**config.mk**
```make
export PLATFORM = sky130hd
export DESIGN_NAME = prime_search_control
export DESIGN_NICKNAME = d
export VERILOG_FILES = /design/src/rtl/prime_search_control_pkg.sv /design/src/rtl/prime_divisor_gen.sv /design/src/rtl/prime_search_control.sv
export SDC_FILE = /design/constraint.sdc
export NUM_CORES = 1
export LEC_CHECK = 0
export BUFFER_PORTS_ARGS = -buffer_cell sky130_fd_sc_hd__buf_2
export CAP_MARGIN = 20
export CORE_ASPECT_RATIO = 1.25
export CORE_UTILIZATION = 50
export CTS_BUF_LIST = sky130_fd_sc_hd__clkbuf_2 sky130_fd_sc_hd__clkbuf_4 sky130_fd_sc_hd__clkbuf_8
export CTS_CLUSTER_SIZE = 8
export DETAILED_ROUTE_END_ITERATION = 10
export GPL_TIMING_DRIVEN = 0
export HOLD_SLACK_MARGIN = 0.12
export PLACE_DENSITY = 0.71
export SYNTH_ARGS = -nofsm -noshare
export SYNTH_HDL_FRONTEND = slang
export SYNTH_HIERARCHICAL = 1
export SYNTH_SLANG_ARGS = --single-unit
```
**constraint.sdc**
```tcl
create_clock -name clk -period 21.5 [get_ports clk]
set_input_delay 3.225 -clock clk [delete_from_list [all_inputs] [get_ports clk]]
set_output_delay 3.225 -clock clk [all_outputs]
set_load 0.02 [all_outputs]
```
**src/rtl/prime_search_control_pkg.sv**
```systemverilog
// -----------------------------------------------------------------------------
// prime_search_control_pkg
// Shared definitions for the prime search control block:
//   - 3-bit FSM state encodings (legacy-compatible localparams)
//   - FIRST_DIVISOR : first trial divisor of every search (2)
//   - is_busy_state : helper classifying states that belong to an active search
// -----------------------------------------------------------------------------
package prime_search_control_pkg;

   localparam logic [2:0] ST_IDLE     = 3'd0;
   localparam logic [2:0] ST_CHECK    = 3'd1;
   localparam logic [2:0] ST_DIV_REQ  = 3'd2;
   localparam logic [2:0] ST_DIV_RESP = 3'd3;
   localparam logic [2:0] ST_INCR     = 3'd4;
   localparam logic [2:0] ST_DONE     = 3'd5;

   localparam int unsigned FIRST_DIVISOR = 2;

   // A search is in progress in every state except IDLE and DONE.
   function automatic logic is_busy_state(input logic [2:0] state);
      return (state != ST_IDLE) && (state != ST_DONE);
   endfunction

endpackage

```
**src/rtl/prime_divisor_gen.sv**
```systemverilog
// -----------------------------------------------------------------------------
// prime_divisor_gen
// Trial-divisor register with its step logic and the early-termination compare.
//   clk, reset       : clock, asynchronous active-high reset (divisor -> 0)
//   i_load           : start of a new search, divisor <= FIRST_DIVISOR
//   i_step           : advance divisor (2 -> 3, then +1 or +2)
//   i_odd_only       : step by 2 after the first odd divisor
//   i_value          : value under test
//   o_divisor        : current divisor
//   o_sq_gt_value    : divisor*divisor > value (full 2*nbits product)
// -----------------------------------------------------------------------------
module prime_divisor_gen
   import prime_search_control_pkg::*;
#(
   parameter int unsigned nbits = 16
) (
   input  logic             clk,
   input  logic             reset,
   input  logic             i_load,
   input  logic             i_step,
   input  logic             i_odd_only,
   input  logic [nbits-1:0] i_value,
   output logic [nbits-1:0] o_divisor,
   output logic             o_sq_gt_value
);

   logic [nbits-1:0]   r_divisor;
   logic [nbits-1:0]   w_next_divisor;
   logic [2*nbits-1:0] w_div_wide;
   logic [2*nbits-1:0] w_value_wide;
   logic [2*nbits-1:0] w_square;

   always_comb begin
      w_next_divisor = r_divisor + nbits'(1);
      if (r_divisor == nbits'(FIRST_DIVISOR)) begin
         w_next_divisor = nbits'(FIRST_DIVISOR + 1);
      end else if (i_odd_only) begin
         w_next_divisor = r_divisor + nbits'(2);
      end
   end

   // Square is formed at double width so the compare never overflows.
   assign w_div_wide    = {{nbits{1'b0}}, r_divisor};
   assign w_value_wide  = {{nbits{1'b0}}, i_value};
   assign w_square      = w_div_wide * w_div_wide;
   assign o_sq_gt_value = (w_square > w_value_wide);
   assign o_divisor     = r_divisor;

   always_ff @(posedge clk or posedge reset) begin
      if (reset) begin
         r_divisor <= '0;
      end else if (i_load) begin
         r_divisor <= nbits'(FIRST_DIVISOR);
      end else if (i_step) begin
         r_divisor <= w_next_divisor;
      end
   end

endmodule

```
**src/rtl/prime_search_control.sv**
```systemverilog
// -----------------------------------------------------------------------------
// prime_search_control
// Trial-division prime search controller driving an external divider over
// val/rdy streams. Terminates once divisor^2 > value; optional odd-only step.
// Ports:
//   clk, reset                    : clock, asynchronous active-high reset
//   req_val/req_rdy/req_value/req_odd_only : request interface
//   div_istream_val/rdy, div_dividend, div_divisor : divider operand stream
//   div_ostream_val/rdy, div_remainder             : divider result stream
//   busy, done, is_prime, factor  : status and result (held in DONE)
//   cycles (PRIME_CTRL_CYCLE_COUNT_EN only) : clk edges from accept to done
// Configuration macro: PRIME_CTRL_CYCLE_COUNT_EN
// -----------------------------------------------------------------------------
module prime_search_control
   import prime_search_control_pkg::*;
#(
   parameter int unsigned nbits = 16
) (
   input  logic             clk,
   input  logic             reset,
   input  logic             req_val,
   output logic             req_rdy,
   input  logic [nbits-1:0] req_value,
   input  logic             req_odd_only,
   output logic             div_istream_val,
   input  logic             div_istream_rdy,
   output logic [nbits-1:0] div_dividend,
   output logic [nbits-1:0] div_divisor,
   input  logic             div_ostream_val,
   output logic             div_ostream_rdy,
   input  logic [nbits-1:0] div_remainder,
   output logic             busy,
`ifdef PRIME_CTRL_CYCLE_COUNT_EN
   output logic [31:0]      cycles,
`endif
   output logic             done,
   output logic             is_prime,
   output logic [nbits-1:0] factor
);

   logic [2:0]       r_state;
   logic [nbits-1:0] r_value;
   logic             r_odd_only;
   logic             r_done;
   logic             r_is_prime;
   logic [nbits-1:0] r_factor;

   logic             w_accept;
   logic             w_step;
   logic [nbits-1:0] w_divisor;
   logic             w_sq_gt_value;

   assign req_rdy         = (r_state == ST_IDLE) || (r_state == ST_DONE);
   assign w_accept        = req_val && req_rdy;
   assign w_step          = (r_state == ST_INCR);
   assign busy            = is_busy_state(r_state);
   assign div_istream_val = (r_state == ST_DIV_REQ);
   assign div_ostream_rdy = (r_state == ST_DIV_RESP);
   assign div_dividend    = r_value;
   assign div_divisor     = w_divisor;
   assign done            = r_done;
   assign is_prime        = r_is_prime;
   assign factor          = r_factor;

   prime_divisor_gen #(
      .nbits (nbits)
   ) u_divisor_gen (
      .clk           (clk),
      .reset         (reset),
      .i_load        (w_accept),
      .i_step        (w_step),
      .i_odd_only    (r_odd_only),
      .i_value       (r_value),
      .o_divisor     (w_divisor),
      .o_sq_gt_value (w_sq_gt_value)
   );

   always_ff @(posedge clk or posedge reset) begin
      if (reset) begin
         r_state    <= ST_IDLE;
         r_value    <= '0;
         r_odd_only <= 1'b0;
         r_done     <= 1'b0;
         r_is_prime <= 1'b0;
         r_factor   <= '0;
      end else if (w_accept) begin
         // Accept is legal only in IDLE/DONE; operands latched here stay
         // fixed for the whole search regardless of req_value.
         r_value    <= req_value;
         r_odd_only <= req_odd_only;
         r_done     <= 1'b0;
         r_state    <= ST_CHECK;
      end else begin
         case (r_state)
            ST_IDLE: begin
               r_state <= ST_IDLE;
            end
            ST_CHECK: begin
               if (r_value < nbits'(2)) begin
                  r_state    <= ST_DONE;
                  r_done     <= 1'b1;
                  r_is_prime <= 1'b0;
                  r_factor   <= '0;
               end else if (w_sq_gt_value) begin
                  r_state    <= ST_DONE;
                  r_done     <= 1'b1;
                  r_is_prime <= 1'b1;
                  r_factor   <= '0;
               end else begin
                  r_state <= ST_DIV_REQ;
               end
            end
            ST_DIV_REQ: begin
               if (div_istream_rdy) begin
                  r_state <= ST_DIV_RESP;
               end
            end
            ST_DIV_RESP: begin
               if (div_ostream_val) begin
                  if (div_remainder == '0) begin
                     r_state    <= ST_DONE;
                     r_done     <= 1'b1;
                     r_is_prime <= 1'b0;
                     r_factor   <= w_divisor;
                  end else begin
                     r_state <= ST_INCR;
                  end
               end
            end
            ST_INCR: begin
               r_state <= ST_CHECK;
            end
            ST_DONE: begin
               r_state <= ST_DONE;
            end
            default: begin
               r_state <= ST_IDLE;
            end
         endcase
      end
   end

`ifdef PRIME_CTRL_CYCLE_COUNT_EN
   logic [31:0] r_cycles;

   always_ff @(posedge clk or posedge reset) begin
      if (reset) begin
         r_cycles <= '0;
      end else if (w_accept) begin
         r_cycles <= '0;
      end else if (busy && (r_cycles != '1)) begin
         r_cycles <= r_cycles + 32'd1;
      end
   end

   assign cycles = r_cycles;
`endif

endmodule

```
# Word level (Yosys, flattened, before mapping)
# Index checks and enable logic that the tools add are counted.
# Widths: inputs -> output; s select.
[word_totals]
word_cells = 65
register_bits = 54
output_inout_bits = 54
inputBits = 38
[op_classes]
mul = 1
order_cmp = 2
bitwise = 1
n_reduce_logical = 12
n_mux = 26
n_addsub = 2
eq_ne = 14
[op_table]
columns = ["operator", "count"]
rows = [
  ["$mux 16", 8],
  ["$gt 32x16->1", 1],
  ["$mul 16x16->32", 1],
  ["$pmux 16 s2", 1],
  ["$add 16x1->16 const B", 1],
  ["$add 16x2->16 const B", 1],
  ["$eq 16x2->1 const B", 1],
  ["$logic_not 16->1", 1],
  ["$lt 16x2->1 const B", 1],
  ["$mux 3", 5],
  ["$pmux 3 s5", 1],
  ["$mux 1", 9],
  ["$eq 3x2->1 const B", 2],
  ["$eq 3x3->1 const B", 2],
  ["$ne 3x1->1 const B", 2],
  ["$ne 3x2->1 const B", 2],
  ["$reduce_bool 3->1", 2],
  ["$reduce_and 5->1", 1],
  ["$ne 4x2->1 const B", 1],
  ["$pmux 1 s2", 2],
  ["$reduce_and 4->1", 1],
  ["$reduce_bool 2->1", 2],
  ["$eq 3x1->1 const B", 1],
  ["$logic_not 3->1", 1],
  ["other kinds (7)", 8],
]

# Longest topological paths before layout
# Gate-level depths: netlist of run 1.
[depth]
ltp_word = 6
depth_mapped = 35
depth_no_buf = 34

# Modules after synthesis
# The synthesis of run 1 kept the hierarchy.
[by_module_without_submodules]
columns = ["module", "cells_per_inst", "n_inst", "seq_area_each_um2", "area_each_um2"]
rows = [
  ["prime_divisor_gen", 1033, 1, 400.4, 8859.7],
  ["prime_search_control", 146, 1, 950.9, 1798.0],
]

# Worst setup path after synthesis of run 1
# Ideal clock, no wire load.
[synth_path]
path_type = "register to register"
start = "register u_divisor_gen.r_divisor[1], in the netlist u_divisor_gen/o_divisor[1]"
end = "register r_is_prime, in the netlist is_prime"
period_less_slack_ns = 7.799
n_path_buf = 3
arrival_ns = 7.671
required_time_ns = 21.372
setup_time_ns = 0.128
stages_incl_launch_ff = 30
slack_ns = 13.701
cell_sequence = "dfrtp_1 clkbuf_1 clkbuf_1 nand2_1 fa_1 fa_1 inv_1 fa_1 fa_1 fa_1 inv_1 fa_1 inv_1 ha_1 buf_2 and4_1 o21a_1 a21o_1 xor2_1 ha_1 a21o_1 a221oi_1 o21ai_1 o21ai_0 o221ai_1 a2111oi_0 and3_1 nand3_1 o311ai_4 mux2_1"
[synth_via]
elab_chain_len = 4
[synth_rtl]
columns = ["element", "line", "rtl"]
rows = [
  ["start: declaration", "prime_divisor_gen.sv:27", "logic [nbits-1:0] r_divisor;"],
  ["start signal: assignment", "prime_divisor_gen.sv:53", "r_divisor <= nbits'(FIRST_DIVISOR);"],
  ["start signal: assignment", "prime_divisor_gen.sv:55", "r_divisor <= w_next_divisor;"],
  ["$mul 16x16->32", "prime_divisor_gen.sv:45", "assign w_square = w_div_wide * w_div_wide;"],
  ["$gt 32x16->1", "prime_divisor_gen.sv:46", "assign o_sq_gt_value = (w_square > w_value_wide);"],
  ["via w_sq_gt_value", "prime_search_control.sv:51", "logic w_sq_gt_value;"],
  ["$ne 3x2->1 (no source line)", "n/a", ""],
  ["$reduce_and 5->1 (no source line)", "n/a", ""],
  ["end signal: assignment", "prime_search_control.sv:84", "r_is_prime <= 1'b0;"],
  ["end signal: assignment", "prime_search_control.sv:102", "r_is_prime <= 1'b0;"],
  ["end signal: assignment", "prime_search_control.sv:107", "r_is_prime <= 1'b1;"],
  ["end: declaration", "prime_search_control.sv:45", "logic r_is_prime;"],
]
# The timed path passes the listed nets, and every way through them passes these cells.
# A chain may end at the register's enable or synchronous reset.

# Final worst setup path of run 1
[layout_path]
start = "register u_divisor_gen.r_divisor[6], in the netlist u_divisor_gen/o_divisor[6]"
end = "register r_is_prime, in the netlist is_prime"
# Same word-level chain as after synthesis.

==> flow_summary.yaml, run 1 <==
placed_design:
  io_buffers: 91
  place.gp.congestion: 0.9569
  detailedPlacementHpwl_um: 22480
  placed_area_sq_um: 11460
synth:
  synth_edf_count: 0
  syn-cell-area_sq_um: 10660
  synth.area.top_cells: "fa_1, ha_1, dfrtp_1"
  syn_nets: 1503
  syn_inst: 1179
  yosysTopAreaCell: "fa_1"
  yosysMostFrequentCell: "inv_1"
  synth-seq-area-share: 0.1268
  syn_area_per_cell_sq_um: 9.040
  yosys-top-cells-count: "inv_1, fa_1, ha_1"
  synth_top_area_share: 0.3099
  synth_top_flop_cell: "dfrtp_1"
  synth-async-reset-ratio: 1.000
  yosysWarnings: 6
  ys_ff_latch: 54
  ys_types: 75
sta:
  rsz0062_at_grt: "no"
  finalSetupViolations: 0
  tightest_slew_ns: 0.7999
  tns_ns: 0
  finalHoldWorstSlack_ns: 0.5061
  fin_worst_skew_ns: 0.009882
  hold_viol_final: 0
  min_period_ns: 9.539
  slew_violations: 0
  relSlewSlack: 0.4659
  fmax_mhz: 104.8
  post-route-period-util: 0.4437
setup_path:
  cp.depth: 30
  cpMostUsedCell: "fa_1"
  r2r-end: "is_prime"
  path_buf_inv: 7
  rr_worst_depth: 30
  cpMaxStageDelayCell: "fa_1"
  rrSetupSlack_ns: 11.96
  arrival_ns: 9.76
  cp_max_fo: 10
  crit_end: "is_prime"
  cp_top_family: "adder cells"
  start_kind: "register"
  r2r-start: "u_divisor_gen/o_divisor[6]"
  critPathMaxStageDelay_ns: 0.62
  required_ns: 21.72
  worst-setup-path-type: "register to register"
  cp-startpoint: "u_divisor_gen/o_divisor[6]"
  cp-end-kind: "register"
pwr:
  total_leakage_power_nw: 6.583
  p_seq_frac: 0.276
  combPwrFrac: 0.617
  switching_share: 0.5039
  ir_worst_vdd_v: 0.00004672
  power_frac_clock: 0.107
  p_int_mw: 0.2826
  p_per_area_nw_per_um2: 49.31
  power.switching_mw: 0.2870
cts:
  clkLatencyLatePin_ns: 0.32
  cts_setup_buffers: 0
  numCtsBuffers: 5
  clk_pin_slew_ns: 0.11
  h-tree-depth: 2
  cts_resized: 0
  clock_sinks: 54
  cts_hold_buf: 0
  cts_tree: "yes"
  clock_path_buffers: 2
  root_buffer: "clkbuf_8"
grt:
  grt-busiest-layer: "met2"
  antenna_found_initial: 0
  first_global_vias: 8776
  grt_remaining_overflow: 0
  track_usage: 0.2538
  met3_usage: 0.02869
  use_met2: 0.4682
  grt_pass1_wl_um: 43660
  grt_util_met1: 0.3047
  grt_max_degree: 39
layout:
  num_antenna_cells: 0
  fin_util: 0.5529
  drive_gt1_frac: 0.1213
  final_area_sq_um: 11550
  area_growth_pct: 8.382
  fin_nets: 1601
hold_path:
  hp-class: "register to register"
routing:
  drc: 0
  drt_iter0_markers: 661
  postRouteAntennaNets: 0
  wl_per_cell_um: 16.82
  drt_first_pass_iters: 5
  vias: 8387
  vias_per_cell: 5.404
  totalWireLength_um: 26100
run:
  cap_violations: 0
run_status:
  outcome: "finished clean"
die:
  initial_core_util: 0.5102
  fp.dieH_um: 165.2
  ios: 92
  rows: 59
  core_sq_um: 20890
  dieArea_sq_um: 21910
  die_w_um: 132.6
## metrics by stage
stage | setup WS [ns] | power [mW] | cells
after global routing | 11.48 | 0.6215 | 1552
after detailed placement | 12.11 | 0.5089 | 1544
after global placement | 12.11 | 0.5014 | 1544
after floorplan | 13.70 | 0.4055 | 1179
after CTS | 12.08 | 0.5715 | 1552
final | 11.96 | 0.5696 | 1552
## layer usage
layer / routed length (um) / vias up
met2: 13620 / 278
met5: 0 / -
met1: 10180 / 4106
met4: 797 / 0
met3: 1506 / 57
li1: - / 3946
## sequential cells by signal, summed over array words and instances, names as in the netlist
| register | flops |
|---|---|
| div_dividend | 16 |
| done | 1 |
| factor | 16 |
| is_prime | 1 |
| r_odd_only | 1 |
| r_state | 3 |
| u_divisor_gen/o_divisor | 16 |
## final cells by class
type                       count  area (sq um)
buffer                        47         212.7
clock buffer                   5         68.82
clock inverter                 3         26.28
fill                        1919          9340
inverter                     264         991.0
multi-input combinational    814          8103
sequential                    54          1351
tap                          274         342.8
timing repair buffer          91         455.4
## cell families (layout without fill, tap and decap cells)
kind of cell	Yosys count	count (layout)	synth area share
AOI/OAI and AO/OA	156	156	0.1053
xor gates and xnor gates	38	38	0.03123
adders and majority gates	286	286	0.4520
buffers and inverters	311	410	0.1129
DFF	54	54	0.1268
muxes	24	24	0.02489
and+or+nand+nor	310	310	0.1469
## worst register-to-register path: cells and delay by family (launching register included)
family	cells	cell delay (ns)
buffers and inverters	7	1.40
flip-flops	1	0.55
multiplexers	1	0.36
adder cells (fa/ha/maj)	8	3.91
AO/OA/AOI/OAI	7	1.93
AND/OR/NAND/NOR	6	1.10
XOR/XNOR	1	0.16
## worst min-delay path by stage
stage / startpoint / endpoint / slack (ns) / depth (start not counted)
6_report: is_prime / is_prime / 0.51 / 1
3_5_place_dp: is_prime / is_prime / 0.48 / 1
2_1_floorplan: r_odd_only / r_odd_only / 0.48 / 1
4_1_cts: is_prime / is_prime / 0.51 / 1
3_3_place_gp: is_prime / is_prime / 0.47 / 1
5_1_grt: factor[13] / factor[13] / 0.52 / 1
## power by group through the flow
stage	registers (mW)	logic [mW]	clock network (mW)
floorplan	0.181	0.224	0
global placement	0.160	0.342	0
detailed placement	0.159	0.349	0
CTS	0.158	0.351	0.0624
global route	0.162	0.392	0.0671
finish	0.157	0.351	0.0611
## placed cells by master (no fill, tap or decap), types with 17 or more instances in the layout
| cell type | count |
|---|---|
| fa_1 | 165 |
| nor3_1 | 17 |
| ha_1 | 121 |
| dfrtp_1 | 54 |
| and3_1 | 22 |
| and2_1 | 49 |
| inv_1 | 262 |
| a21oi_1 | 35 |
| nand2_1 | 96 |
| o21ai_0 | 24 |
| xnor2_1 | 25 |
| nor2_1 | 54 |
| clkbuf_1 | 31 |
| mux2_2 | 19 |
| buf_2 | 102 |
Note: power is estimated with default switching activity, not from simulation.
==> run 2: changes to the inputs <==
--- a/config.mk
+++ b/config.mk
@@ -14,7 +14,7 @@
 export DETAILED_ROUTE_END_ITERATION = 10
 export GPL_TIMING_DRIVEN = 0
 export HOLD_SLACK_MARGIN = 0.12
-export PLACE_DENSITY = 0.71
+export PLACE_DENSITY = 0.73
 export SYNTH_ARGS = -nofsm -noshare
 export SYNTH_HDL_FRONTEND = slang
 export SYNTH_HIERARCHICAL = 1
==> constraint.sdc (replaced) <==
create_clock -name clk -period 8.6 [get_ports clk]
set_input_delay 1.29 -clock clk [delete_from_list [all_inputs] [get_ports clk]]
set_output_delay 1.29 -clock clk [all_outputs]
set_load 0.02 [all_outputs]
==> flow_summary.yaml, run 2 (synthesized netlist as in run 1, its figures left out) <==
layout:
  drive_gt1_frac: 0.1501
  mostFrequentLayoutCells: "inv_1, fa_1, ha_1"
  final_area_sq_um: 11650
  num_antenna_cells: 0
  layout.cells.most_common: "inv_1"
  fillerInstances: 1886
  fin_nets: 1602
  fin_util: 0.5576
  area_growth_pct: 9.298
cts:
  root_buffer: "clkbuf_8"
  numCtsBuffers: 5
  clk_pin_slew_ns: 0.09
  clock_sinks: 54
  clkLatencyLatePin_ns: 0.33
  clock_path_buffers: 2
  cts_tree: "yes"
  h-tree-depth: 2
setup_path:
  worst-setup-path-type: "register to register"
  critPathMaxStageDelay_ns: 0.58
  cpMostUsedCell: "fa_1"
  start_kind: "register"
  cp-end-kind: "register"
  cpMaxStageDelayCell: "fa_1"
  required_ns: 8.79
  arrival_ns: 8.40
  cp_max_fo: 10
routing:
  vias: 8474
  postRouteAntennaNets: 0
  vias_per_cell: 5.457
  drc: 0
  drt_first_pass_iters: 5
  wl_per_cell_um: 16.20
  totalWireLength_um: 25170
  drt_iter0_markers: 580
pwr:
  p_per_area_nw_per_um2: 124.5
  total_leakage_power_nw: 6.655
  ir_worst_vdd_v: 0.0001311
die:
  initial_core_util: 0.5102
  ios: 92
  dieArea_sq_um: 21910
  die_w_um: 132.6
  fp.dieH_um: 165.2
  rows: 59
  core_sq_um: 20890
placed_design:
  io_buffers: 91
  place.gp.congestion: 0.9716
  detailedPlacementHpwl_um: 22010
  placed_area_sq_um: 11460
sta:
  slew_violations: 0
  finalHoldWorstSlack_ns: 0.5024
  hold_viol_final: 0
  relSlewSlack: 0.4476
  fin_worst_skew_ns: 0.01693
  tightest_slew_ns: 0.8273
  fmax_mhz: 121.8
  min_period_ns: 8.209
  finalSetupViolations: 0
  rsz0062_at_grt: "no"
  post-route-period-util: 0.9545
grt:
  track_usage: 0.2457
  grt_max_degree: 39
  first_global_vias: 8658
  grt_pass1_wl_um: 42280
  grt_remaining_overflow: 0
  antenna_found_initial: 0
hold_path:
  hp-class: "register to register"
run_status:
  outcome: "finished clean"
run:
  cap_violations: 0
## run 2: final cells by class
class                           count  area (sq um)  area share
Clock inverter                      3         28.78    0.002470
Sequential cell                    54          1364      0.1171
Timing Repair Buffer               98         508.0     0.04361
Multi-Input combinational cell    814          8112      0.6963
Clock buffer                        5         68.82    0.005908
Inverter                          264         994.7     0.08539
Buffer                             41         230.2     0.01976
Tap cell                          274         342.8     0.02943
## run 2: report_power, final
group	switching [mW]	total (mW)	internal (mW)
Clock	0.0936	0.155	0.0611
Sequential	0.0814	0.403	0.322
Combinational	0.547	0.893	0.345
## run 2: per-stage QoR
step	setup TNS, ns	worst slack, ns	power [mW]	cells
finish	0	0.3912	1.450	1553
floorplan	0	0.8011	1.014	1179
detailed placement	-12.18	-0.7631	1.272	1544
global placement	-12.21	-0.7676	1.250	1544
global route	0	0.01060	1.575	1553
CTS	0	0.06693	1.450	1554
## run 2: timing repair
item / 4_1_cts / 5_1_grt
hold buffers: 0 / 0
endpoints found under the setup margin: 21 / 19
pin swaps: 1 / 0
buffers inserted: 4 / 3
gates resized for setup: 18 / 38
## run 2: layer usage
metal | wire [um] | GRT usage
met4 | 758 | 0.09457
met5 | 0 | 0
met3 | 1453 | 0.03388
met2 | 13080 | 0.4517
met1 | 9874 | 0.2907
## run 2: path summary, 6_finish.rpt
| check | start | to | slack [ns] | depth (start not counted) |
|---|---|---|---|---|
| max in group asynchronous | reset | is_prime | 6.90 | 2 |
| min reg2reg | is_prime | is_prime | 0.50 | 1 |
| min | is_prime | is_prime | 0.50 | 1 |
| max | u_divisor_gen/o_divisor[4] | done | 0.39 | 30 |
| min in group asynchronous | reset | u_divisor_gen/o_divisor[2] | 1.05 | 2 |
| max reg2reg | u_divisor_gen/o_divisor[4] | done | 0.39 | 30 |
## run 2: worst max-delay path, delay by kind of cell, from the launching register on
family                   cells  cell delay (ns)
AO/OA/AOI/OAI               11             2.07
XOR/XNOR                     1             0.14
adder cells (fa/ha/maj)      8             3.91
buffers and inverters        7             0.99
flip-flops                   1             0.43
AND/OR/NAND/NOR              3             0.52
==> run 3: changes to the inputs <==
--- a/config.mk
+++ b/config.mk
@@ -7,14 +7,16 @@
 export LEC_CHECK = 0
 export BUFFER_PORTS_ARGS = -buffer_cell sky130_fd_sc_hd__buf_2
 export CAP_MARGIN = 20
+export CELL_PAD_IN_SITES_DETAIL_PLACEMENT = 0
+export CELL_PAD_IN_SITES_GLOBAL_PLACEMENT = 2
 export CORE_ASPECT_RATIO = 1.25
-export CORE_UTILIZATION = 50
+export CORE_UTILIZATION = 36
 export CTS_BUF_LIST = sky130_fd_sc_hd__clkbuf_2 sky130_fd_sc_hd__clkbuf_4 sky130_fd_sc_hd__clkbuf_8
 export CTS_CLUSTER_SIZE = 8
 export DETAILED_ROUTE_END_ITERATION = 10
 export GPL_TIMING_DRIVEN = 0
 export HOLD_SLACK_MARGIN = 0.12
-export PLACE_DENSITY = 0.73
+export PLACE_DENSITY = 0.82
 export SYNTH_ARGS = -nofsm -noshare
 export SYNTH_HDL_FRONTEND = slang
 export SYNTH_HIERARCHICAL = 1
==> flow_summary.yaml, run 3 (synthesized netlist as in run 1, its figures left out) <==
layout:
  fin_nets: 1602
  final_area_sq_um: 11840
  layout.cells.most_common: "inv_1"
  num_antenna_cells: 0
  fin_util: 0.4060
  mostFrequentLayoutCells: "inv_1, fa_1, ha_1"
  area_growth_pct: 11.12
  drive_gt1_frac: 0.1501
routing:
  vias_per_cell: 4.971
  wl_per_cell_um: 17.23
  drt_first_pass_iters: 4
  totalWireLength_um: 28860
  postRouteAntennaNets: 0
  vias: 8327
  drc: 0
  drt_iter0_markers: 318
cts:
  numCtsBuffers: 5
  h-tree-depth: 2
  root_buffer: "clkbuf_8"
  clkLatencyLatePin_ns: 0.34
  cts_hold_buf: 0
  clock_path_buffers: 2
  clk_pin_slew_ns: 0.11
  cts_tree: "yes"
  clock_sinks: 54
sta:
  fin_worst_skew_ns: 0.01132
  post-route-period-util: 0.9514
  tns_ns: 0
  finalSetupViolations: 0
  slew_violations: 0
  fmax_mhz: 122.2
  rsz0062_at_grt: "no"
  tightest_slew_ns: 0.8196
  min_period_ns: 8.182
  hold_viol_final: 0
  relSlewSlack: 0.4528
die:
  core_sq_um: 29170
  initial_core_util: 0.3654
  ios: 92
  rows: 70
  fp.dieH_um: 194.4
  dieArea_sq_um: 30300
  die_w_um: 155.9
pwr:
  ir_worst_vdd_v: 0.00008618
  p_per_area_nw_per_um2: 126.0
  total_leakage_power_nw: 6.676
  finalPower_mw: 1.492
run_status:
  outcome: "finished clean"
run:
  cap_violations: 0
setup_path:
  cpMaxStageDelayCell: "dfrtp_1"
  critPathMaxStageDelay_ns: 0.54
  cpMostUsedCell: "inv_1"
  cp_max_fo: 10
  required_ns: 8.83
  start_kind: "register"
  worst-setup-path-type: "register to register"
  cp-end-kind: "register"
  arrival_ns: 8.41
grt:
  antenna_found_initial: 0
  grt_max_degree: 39
  track_usage: 0.2017
  first_global_vias: 9011
  grt_remaining_overflow: 0
  grt_pass1_wl_um: 46850
hold_path:
  hp-class: "register to register"
placed_design:
  place.gp.congestion: 0.8518
  placed_area_sq_um: 11610
  detailedPlacementHpwl_um: 24580
  io_buffers: 91
run 3: path summary, 6_finish.rpt:
| check | startpoint | to | slack (ns) | cells past startpoint |
|---|---|---|---|---|
| max | u_divisor_gen/o_divisor[3] | is_prime | 0.42 | 31 |
| min | is_prime | is_prime | 0.51 | 1 |
| max reg2reg | u_divisor_gen/o_divisor[3] | is_prime | 0.42 | 31 |
| min reg2reg | is_prime | is_prime | 0.51 | 1 |
| max in group asynchronous | reset | div_dividend[3] | 6.96 | 2 |
| min in group asynchronous | reset | u_divisor_gen/o_divisor[0] | 1.01 | 2 |
run 3: critical path: cells and delay by family (launching register included):
kind            cells  cell delay [ns]
xor+xnor            1             0.16
simple gates        3             0.58
fa+ha+maj           8             3.61
buf+inv             8             0.66
flops               1             0.54
mux                 1             0.36
compound gates     10             2.15
run 3: final cells by class:
class	instances	area, sq um
Fill cell	3011	17320
Multi-Input combinational cell	814	8132
Sequential cell	54	1361
Inverter	264	994.7
Tap cell	396	495.5
Timing Repair Buffer	94	478.0
Buffer	45	265.3
Clock buffer	5	68.82
Clock inverter	3	47.55
run 3: per-stage QoR:
stage	worst slack, ns	std cells	hold slack, ns
4_1_cts	0.01068	1674	0.5108
3_5_place_dp	-1.134	1666	0.4830
5_1_grt	0.02788	1675	0.5233
2_1_floorplan	0.8011	1179	0.4752
3_3_place_gp	-1.247	1666	0.4778
6_report	0.4180	1675	0.5071
run 3: report_power, final:
group / total, mW / internal (mW) / switching, mW
sequential: 0.406 / 0.322 / 0.0840
combinational: 0.905 / 0.340 / 0.565
clock: 0.181 / 0.0884 / 0.0930
run 3: what timing repair did:
item                                   4_1_cts  5_1_grt
gates resized for setup                     33       31
buffers inserted                             1        2
endpoints found under the hold margin        0        0
setup endpoints to repair                   21       21
pin swaps                                    1        2
run 3: per-layer routing:
metal  vias to the layer above  share of wire  track usage
met2                       184           0.54       0.3836
met1                      4149           0.39       0.2309
li1                       3957              -            -
met5                         -              0            0
met4                         0          0.027      0.06645
met3                        37          0.041      0.02118
